<file path="src/rtl/seq_detector_prog.sv">
// Programmable serial sequence detector with runtime pattern/length/overlap.
// Optional saturating match counter enabled by defining SEQDET_COUNT_EN.
module seq_detector_prog #(
   parameter int unsigned MAX_LEN = 8,
   parameter int unsigned CNT_W   = 8,
   parameter int unsigned LEN_W   = $clog2(MAX_LEN) + 1
) (
   input  logic               clk,
   input  logic               rst,
   input  logic               in_valid,
   input  logic               x,
   input  logic               cfg_load,
   input  logic [MAX_LEN-1:0] cfg_pattern,
   input  logic [LEN_W-1:0]   cfg_len,
   input  logic               cfg_overlap,
   input  logic               cnt_clr,
   output logic               z,
   output logic [CNT_W-1:0]   match_count
);

   localparam logic [LEN_W-1:0]   MAX_LEN_L = LEN_W'(MAX_LEN);
   localparam logic [LEN_W-1:0]   RST_LEN   = LEN_W'(4);
   localparam logic [MAX_LEN-1:0] RST_PAT   = MAX_LEN'(4'b1010);

   logic [MAX_LEN-1:0] hist;
   logic [LEN_W-1:0]   fill;
   logic [MAX_LEN-1:0] pat;
   logic [LEN_W-1:0]   len;
   logic               ovl;

   logic               accept;
   logic               match;
   logic [MAX_LEN-1:0] hist_nxt;
   logic [MAX_LEN-1:0] mask;
   logic [LEN_W:0]     fill_p1;
   logic [LEN_W-1:0]   fill_inc;
   logic [LEN_W-1:0]   len_clamp;
   logic               unused_hist_msb;

   assign unused_hist_msb = hist[MAX_LEN-1];

   // Match evaluation against the history as it will look after this bit
   always_comb begin
      accept   = in_valid & ~cfg_load;
      hist_nxt = {hist[MAX_LEN-2:0], x};
      fill_p1  = {1'b0, fill} + (LEN_W+1)'(1);
      fill_inc = (fill == MAX_LEN_L) ? fill : fill_p1[LEN_W-1:0];
      mask     = '0;
      for (int i = 0; i < int'(MAX_LEN); i++) begin
         mask[i] = (LEN_W'(i) < len);
      end
      match = accept && (fill_p1 >= {1'b0, len}) &&
              (((hist_nxt ^ pat) & mask) == '0);
      if (cfg_len == '0) begin
         len_clamp = LEN_W'(1);
      end else if (cfg_len > MAX_LEN_L) begin
         len_clamp = MAX_LEN_L;
      end else begin
         len_clamp = cfg_len;
      end
   end

   always_ff @(posedge clk or posedge rst) begin
      if (rst) begin
         hist <= '0;
         fill <= '0;
         z    <= 1'b0;
         pat  <= RST_PAT;
         len  <= RST_LEN;
         ovl  <= 1'b0;
      end else if (cfg_load) begin
         pat  <= cfg_pattern;
         len  <= len_clamp;
         ovl  <= cfg_overlap;
         hist <= '0;
         fill <= '0;
         z    <= 1'b0;
      end else if (accept) begin
         hist <= hist_nxt;
         // Non-overlapping mode demands len fresh bits before the next match
         fill <= (match && !ovl) ? '0 : fill_inc;
         z    <= match;
      end else begin
         z    <= 1'b0;
      end
   end

`ifdef SEQDET_COUNT_EN
   logic [CNT_W-1:0] cnt;

   always_ff @(posedge clk or posedge rst) begin
      if (rst) begin
         cnt <= '0;
      end else if (cnt_clr) begin
         cnt <= match ? CNT_W'(1) : '0;
      end else if (match && (cnt != '1)) begin
         cnt <= cnt + CNT_W'(1);
      end
   end

   assign match_count = cnt;
`else
   logic unused_cnt_clr;

   assign unused_cnt_clr = cnt_clr;
   assign match_count    = '0;
`endif

endmodule
</file>
<file path="config.mk">
export PLATFORM = sky130hd
export DESIGN_NAME = seq_detector_prog
export DESIGN_NICKNAME = d
export VERILOG_FILES = /design/src/rtl/seq_detector_prog.sv
export SDC_FILE = /design/constraint.sdc
export NUM_CORES = 1
export LEC_CHECK = 0
export BUFFER_PORTS_ARGS = -buffer_cell sky130_fd_sc_hd__buf_2
export CAP_MARGIN = 20
export CORE_AREA = 3 3 64 66
export CTS_CLUSTER_SIZE = 24
export DETAILED_ROUTE_END_ITERATION = 6
export DIE_AREA = 0 0 67 69
export GPL_TIMING_DRIVEN = 0
export MAX_ROUTING_LAYER = met4
export SLEW_MARGIN = 20
export SYNTH_ARGS = -nofsm -noshare
export SYNTH_HDL_FRONTEND = slang
export SYNTH_SLANG_ARGS = --single-unit
</file>
<file path="constraint.sdc">
create_clock -name clk -period 2 [get_ports clk]
set_clock_uncertainty 0.2 [all_clocks]
set_input_delay 0.1 -clock clk [delete_from_list [all_inputs] [get_ports clk]]
set_output_delay 0.1 -clock clk [all_outputs]
set_load 0.01 [all_outputs]
</file>
==> flow_metrics.env, run 1 <==
export IMPL_dr_total_vias=1061
export IMPL_synth_ff_type="dfrtp_1"
export IMPL_status="finished with violations"
export IMPL_p_seq_share_pct=49.1
export IMPL_pwr_share_comb_pct=26.0
export IMPL_dp_final_hpwl_um=2040
export IMPL_power_mw=1.19
export IMPL_ys_warn_count=0
export IMPL_pin_count=28
export IMPL_synth_cells=133
export IMPL_firstDrtPassIters=4
export IMPL_synth_avg_cell_area_um2=10.5
export IMPL_clkTransAtPathRegs_ns=0.09
export IMPL_fin_crit_sh_pct=103
export IMPL_cp_top_family="compound AO/OA/AOI/OAI gates"
export IMPL_crit_chain="ha_4, xor2_1, ha_2, a211oi_4, o21ai_2, nand4_4, nor2_4, o31ai_1"
export IMPL_cts_tree="done"
export IMPL_core_um2=3630
export IMPL_yosysTopAreaCell="dfrtp_1"
export IMPL_seq_area_frac_synth_pct=44.9
export IMPL_cts_max_path_buffers=2
export IMPL_path_buf_inv=0
export IMPL_synth_seq_cells=25
export IMPL_p_switching_mw=0.327
export IMPL_synth_area_um2=1400
export IMPL_internal_power_mw=0.858
export IMPL_die_y_um=69
export IMPL_end_kind="flip-flop"
export IMPL_cts_num_sinks=25
export IMPL_finalCriticalPeriod_ns=2.05
export IMPL_diodes=0
export IMPL_p_sw_share_pct=27.6
export IMPL_initial_core_util_pct=38.6
export IMPL_grt_pass1_wl_um=4740
export IMPL_die_width_um=67
export IMPL_cpMaxStageDelayCell="dfrtp_2"
export IMPL_layout_drive_gt1_share_pct=39.8
export IMPL_fin_setup_tns_ns=-0.0943
export IMPL_fmax_mhz=487
export IMPL_synthArstFlopShare_pct=100
export IMPL_die_area_um2=4620
export IMPL_n_fill_cell=334
export IMPL_ir_worst_vdd_v=0.000432
export IMPL_h_tree_depth=1
export IMPL_grt_max_degree=26
export IMPL_critPathMaxStageDelay_ns=0.47
export IMPL_syn_to_final_growth_pct=42.1
export IMPL_via_per_inst=4.53
export IMPL_routed_wl_um=3030
export IMPL_synth_area_leaders="dfrtp_1 (39%), mux2_2 (7.2%), mux2i_1 (5.7%), dfstp_2 (5.6%), buf_4 (5.4%)"
export IMPL_clockPowerShare_pct=25.0
export IMPL_first_iter_violations=35
export IMPL_finalHoldViolCount=0
export IMPL_clock_latency_ns=0.27
export IMPL_startpoint_type="flip-flop"
export IMPL_synth_top_area_share_pct=39.3
export IMPL_crit_fanout=4
export IMPL_synth_cell_types=33
export IMPL_rows=22
export IMPL_avgRoutedWirePerCell_um=12.9
export IMPL_hold_class="primary input to flip-flop"
export IMPL_violations="setup timing"
export IMPL_setup_ws_ns=-0.0534
export IMPL_dp_cells=206
export IMPL_ant_nets=0
export IMPL_grt_pass1_vias=1024
export IMPL_drc=0
export IMPL_fin_cells=234
export IMPL_portBuffers=18
export IMPL_antenna_found_initial=0
export IMPL_critPathRequiredTime_ns=1.97
export IMPL_path_class="flip-flop to flip-flop"
export IMPL_power_density_nw_per_um2=596
export IMPL_synth_edff_count=0
export IMPL_cts_buffers=3
export IMPL_leakagePower_nw=0.929
export IMPL_setup_violations=2
export IMPL_drv_slew=0
export IMPL_track_usage_pct=13.4
export IMPL_rsz0062_at_grt="yes"
export IMPL_layout_nets=212
export IMPL_gp_congestion=0.856
export IMPL_root_buffer="clkbuf_8"
export IMPL_cp_arrival_ns=2.03
export IMPL_cap_viol_max_count=0
export IMPL_grt_overflow=0
==> worst register-to-register path: cells and delay by family, from the launching register on <==
| family | cells | cell delay (ns) |
|---|---|---|
| compound gates | 3 | 0.57 |
| xor+xnor | 1 | 0.14 |
| fa+ha+maj | 2 | 0.41 |
| flops | 1 | 0.47 |
| simple gates | 2 | 0.17 |
==> repair_timing <==
action | 4_1_cts | 5_1_grt
pin swaps | 7 | 14
buffers inserted | 3 | 5
hold endpoints to repair | 36 | 0
setup endpoints to repair | 4 | 5
gates cloned | 0 | 0
hold buffers | 16 | 0
gates resized for setup | 4 | 22
==> cell usage after synthesis (2+ instances only) <==
library cell / number
nor3_1: 3
nand3_1: 2
o22ai_1: 2
dfrtp_1: 22
mux2i_1: 8
a211oi_1: 2
o31ai_1: 2
or3_1: 2
o21ai_0: 4
clkbuf_1: 2
dfstp_2: 3
inv_1: 9
mux2_2: 9
nor2_1: 12
a21oi_1: 3
o21a_1: 2
nand2_1: 7
xnor2_1: 4
ha_1: 6
xor2_1: 7
buf_4: 10
==> placed cells by master, fill, tap and decap left out, types with 2 or more instances in the layout <==
| master | count |
|---|---|
| buf_6 | 3 |
| nand2_1 | 7 |
| or3_1 | 2 |
| inv_1 | 7 |
| clkbuf_8 | 3 |
| dlygate4sd3_1 | 16 |
| ha_4 | 3 |
| mux2i_1 | 8 |
| o21ai_2 | 2 |
| nor3_2 | 2 |
| o21a_1 | 2 |
| buf_4 | 16 |
| o22ai_1 | 2 |
| buf_2 | 18 |
| mux2_2 | 9 |
| ha_1 | 2 |
| nor3_1 | 2 |
| o31ai_1 | 2 |
| o21ai_0 | 2 |
| dfrtp_2 | 3 |
| dfstp_2 | 3 |
| dfrtp_1 | 19 |
| inv_2 | 2 |
| xor2_1 | 7 |
| conb_1 | 8 |
| clkbuf_1 | 2 |
| nor2_1 | 12 |
| xnor2_1 | 3 |
| a21oi_1 | 3 |
==> registers in the layout (all words and copies together) (netlist names) <==
signal and count:
z 1, ovl 1, pat 8, len 4
fill 4, hist 7
==> logic make-up after synthesis <==
family / synth area share, %
DFF: 44.9
buffers and inverters: 9.11
AOI/OAI and AO/OA: 9.20
and+or+nand+nor: 11.3
xor gates and xnor gates: 6.87
other: 0.268
adders and majority gates: 5.36
muxes: 12.9
==> per-stage QoR <==
step           util, %  hold slack (ns)  worst slack (ns)  cell area, um2
4_1_cts           49.8           0.0851           -0.0814            1810
6_report          54.8           0.0914           -0.0534            1990
2_1_floorplan        -          -0.0749           0.00969            1430
5_1_grt           54.8           0.0922            -0.145            1990
3_5_place_dp      43.4            0.117            -0.203            1580
3_3_place_gp      43.4            0.109            -0.229            1580
==> power groups by stage <==
stage | Sequential [mW] | Combinational [mW] | Clock, mW
floorplan | 0.575 | 0.150 | 0
global placement | 0.583 | 0.191 | 0
detailed placement | 0.584 | 0.198 | 0
CTS | 0.576 | 0.235 | 0.308
global route | 0.587 | 0.339 | 0.336
finish | 0.582 | 0.308 | 0.296
==> path summary, 6_finish.rpt <==
| check | cells after the start | start | slack (ns) | endpoint |
|---|---|---|---|---|
| setup / recovery | 8 | fill[1] | -0.05 | fill[2] |
| hold / removal | 3 | cfg_load | 0.09 | pat[5] |
| setup reg to reg | 8 | fill[1] | -0.05 | fill[2] |
| hold reg to reg | 1 | pat[7] | 0.34 | pat[7] |
| max in group asynchronous | 4 | rst | 0.90 | pat[1] |
| min in group asynchronous | 3 | rst | 0.17 | z |
==> routing by layer <==
layer	part of all wire [%]	up-vias	global-route usage, %
met5	0	-	-
met4	0.20	0	2.03
met3	3.7	2	3.58
met2	52	20	21.8
met1	44	499	16.8
li1	-	540	-
==> area by class of cell <==
| cell class | count | area [um2] | area share [%] |
|---|---|---|---|
| multi-input combinational | 93 | 783 | 39.3 |
| tap | 48 | 60.1 | 3.02 |
| timing repair buffer | 43 | 345 | 17.3 |
| buffer | 12 | 90.1 | 4.53 |
| sequential | 25 | 633 | 31.8 |
| inverter | 9 | 33.8 | 1.70 |
| clock buffer | 4 | 45.0 | 2.26 |
Note: power is estimated with default switching activity, not from simulation.
==> run 2, diff against run 1 <==
- PLACE_DENSITY_LB_ADDON: default -> 0.05
==> run 2 against run 1 <==
Net effect: the flow still finishes with violations (setup timing); die area is the same; sequential power fell by 1%; first-iteration DRC count shrank 20%; wire length is essentially flat; critical endpoint is now fill[3]; largest power group unchanged.
==> flow_metrics.env, run 2 (synthesis gave the netlist of run 1 again) <==
export IMPL_status="finished with violations"
export IMPL_violations="setup timing"
export IMPL_root_buffer="clkbuf_8"
export IMPL_internal_power_mw=0.837
export IMPL_cpMaxStageDelayCell="dfrtp_1"
export IMPL_startpoint_type="flip-flop"
export IMPL_regToRegSetupSlack_ns=-0.04
export IMPL_grt_max_degree=26
export IMPL_die_y_um=69
export IMPL_via_per_inst=4.65
export IMPL_p_switching_mw=0.318
export IMPL_rsz0062_at_grt="yes"
export IMPL_worst_r2r_path_depth=8
export IMPL_first_iter_violations=28
export IMPL_avgRoutedWirePerCell_um=13.1
export IMPL_final_common_cell="dfrtp_1"
export IMPL_layout_drive_gt1_share_pct=36.6
export IMPL_grt_pass1_wl_um=5110
export IMPL_dr_total_vias=1074
export IMPL_finalCriticalPeriod_ns=2.04
export IMPL_clock_latency_ns=0.27
export IMPL_hold_start="cfg_load"
export IMPL_routed_wl_um=3020
export IMPL_reg_top3="pat: 8 flops, hist: 7 flops"
export IMPL_gp_congestion=0.749
export IMPL_ant_nets=0
export IMPL_r2r_end="fill[3]"
export IMPL_pwr_share_comb_pct=24.2
export IMPL_grt_pass1_vias=1099
export IMPL_reg2reg_from="fill[1]"
export IMPL_diodes=0
export IMPL_final_cell_mix="dfrtp_1 (21), buf_2 (18), buf_4 (16), dlygate4sd3_1 (16), nor2_1 (12)"
export IMPL_fin_crit_sh_pct=102
export IMPL_cts_num_sinks=25
export IMPL_critPathMaxStageDelay_ns=0.43
export IMPL_fin_setup_tns_ns=-0.0378
export IMPL_die_area_um2=4620
export IMPL_die_width_um=67
export IMPL_ir_worst_vdd_v=0.000310
export IMPL_drv_slew=0
export IMPL_power_mw=1.15
export IMPL_pin_count=28
export IMPL_dp_final_hpwl_um=2110
export IMPL_grt_overflow=0
export IMPL_dp_cells=206
export IMPL_syn_to_final_growth_pct=36.3
export IMPL_holdWs_ns=0.0672
export IMPL_fin_area_um2=1910
export IMPL_dpl_cell_area_um2=1580
export IMPL_layout_nets=209
export IMPL_portBuffers=18
export IMPL_cts_max_path_buffers=2
export IMPL_cts_buffers=3
export IMPL_cp_top_family="adder cells"
export IMPL_top_register="pat"
export IMPL_firstDrtPassIters=4
export IMPL_hold_path_cell_count=3
export IMPL_largest_reg_flops=8
export IMPL_cap_viol_max_count=0
export IMPL_fin_cells=231
export IMPL_setup_ws_ns=-0.0378
export IMPL_critPathMostFrequentCell="o21ai_2"
export IMPL_critPathRequiredTime_ns=1.96
export IMPL_clkTransAtPathRegs_ns=0.08
export IMPL_crit_chain="ha_2, xor2_2, ha_4, o21ai_2, o21ai_2, nand4_4, o211ai_2, a21oi_1"
export IMPL_setup_violations=1
export IMPL_end_kind="flip-flop"
export IMPL_power_density_nw_per_um2=604
export IMPL_leakagePower_nw=0.897
export IMPL_p_seq_share_pct=49.9
export IMPL_antenna_found_initial=0
export IMPL_drc=0
export IMPL_initial_core_util_pct=38.6
export IMPL_crit_fanout=4
export IMPL_worst_hold_path_endpoint="pat[5]"
export IMPL_path_buf_inv=0
export IMPL_h_tree_depth=1
export IMPL_slew_headroom_pct=37.4
export IMPL_track_usage_pct=14.6
export IMPL_cts_tree="done"
export IMPL_finalHoldViolCount=0
export IMPL_rows=22
export IMPL_cp_arrival_ns=2.00
export IMPL_hold_class="primary input to flip-flop"
export IMPL_p_sw_share_pct=27.5
export IMPL_fmax_mhz=491
export IMPL_core_um2=3630
export IMPL_worst_slew_pin_slew_ns=0.937
export IMPL_path_class="flip-flop to flip-flop"
export IMPL_clockPowerShare_pct=25.8
==> run 2: power by group through the flow <==
stage / clock network, mW / logic [mW] / registers [mW]
floorplan: 0 / 0.150 / 0.575
global placement: 0 / 0.194 / 0.583
detailed placement: 0 / 0.200 / 0.585
CTS: 0.311 / 0.242 / 0.576
global route: 0.332 / 0.312 / 0.583
finish: 0.298 / 0.280 / 0.576
==> run 2: worst min-delay path: cells and delay by family <==
kind	cells	cell delay, ns
buf+inv	2	0.25
mux	1	0.16
==> run 2: final cells by class <==
type | count | area (um2)
timing repair buffer | 40 | 295
tap | 48 | 60.1
multi-input combinational | 93 | 756
inverter | 9 | 33.8
sequential | 25 | 631
clock buffer | 4 | 45.0
buffer | 12 | 90.1
fill | 348 | 1720
==> run 2: per-stage QoR <==
stage | setup WS, ns | utilization (%)
final | -0.0378 | 52.6
after global routing | -0.129 | 52.6
after CTS | -0.104 | 50.2
after detailed placement | -0.290 | 43.4
after global placement | -0.293 | 43.4
after floorplan | 0.00969 | -
==> run 2: timing repair <==
action	CTS	global route
hold endpoints to repair	36	0
setup endpoints to repair	5	5
cloned	0	0
setup buffers	3	3
hold buffers	16	0
resized for setup	7	11
pin swaps	9	7
==> run 2: how the worst max path moves through the flow <==
| stage | start | end | slack (ns) | cells after the start |
|---|---|---|---|---|
| after floorplan | fill[2] | fill[2] | 0.01 | 9 |
| after global placement | fill[2] | fill[2] | -0.29 | 9 |
| after detailed placement | fill[2] | fill[2] | -0.29 | 9 |
| after CTS | fill[0] | fill[2] | -0.10 | 8 |
| after global routing | fill[1] | fill[3] | -0.13 | 8 |
| final | fill[1] | fill[3] | -0.04 | 8 |
==> run 2: routing by layer <==
metal / GRT usage (%) / up-vias / share of wire (%)
li1: - / 539 / -
met1: 18.9 / 511 / 42
met2: 22.9 / 19 / 53
met3: 2.12 / 5 / 3.6
met4: 5.41 / 0 / 1.7
met5: - / - / 0
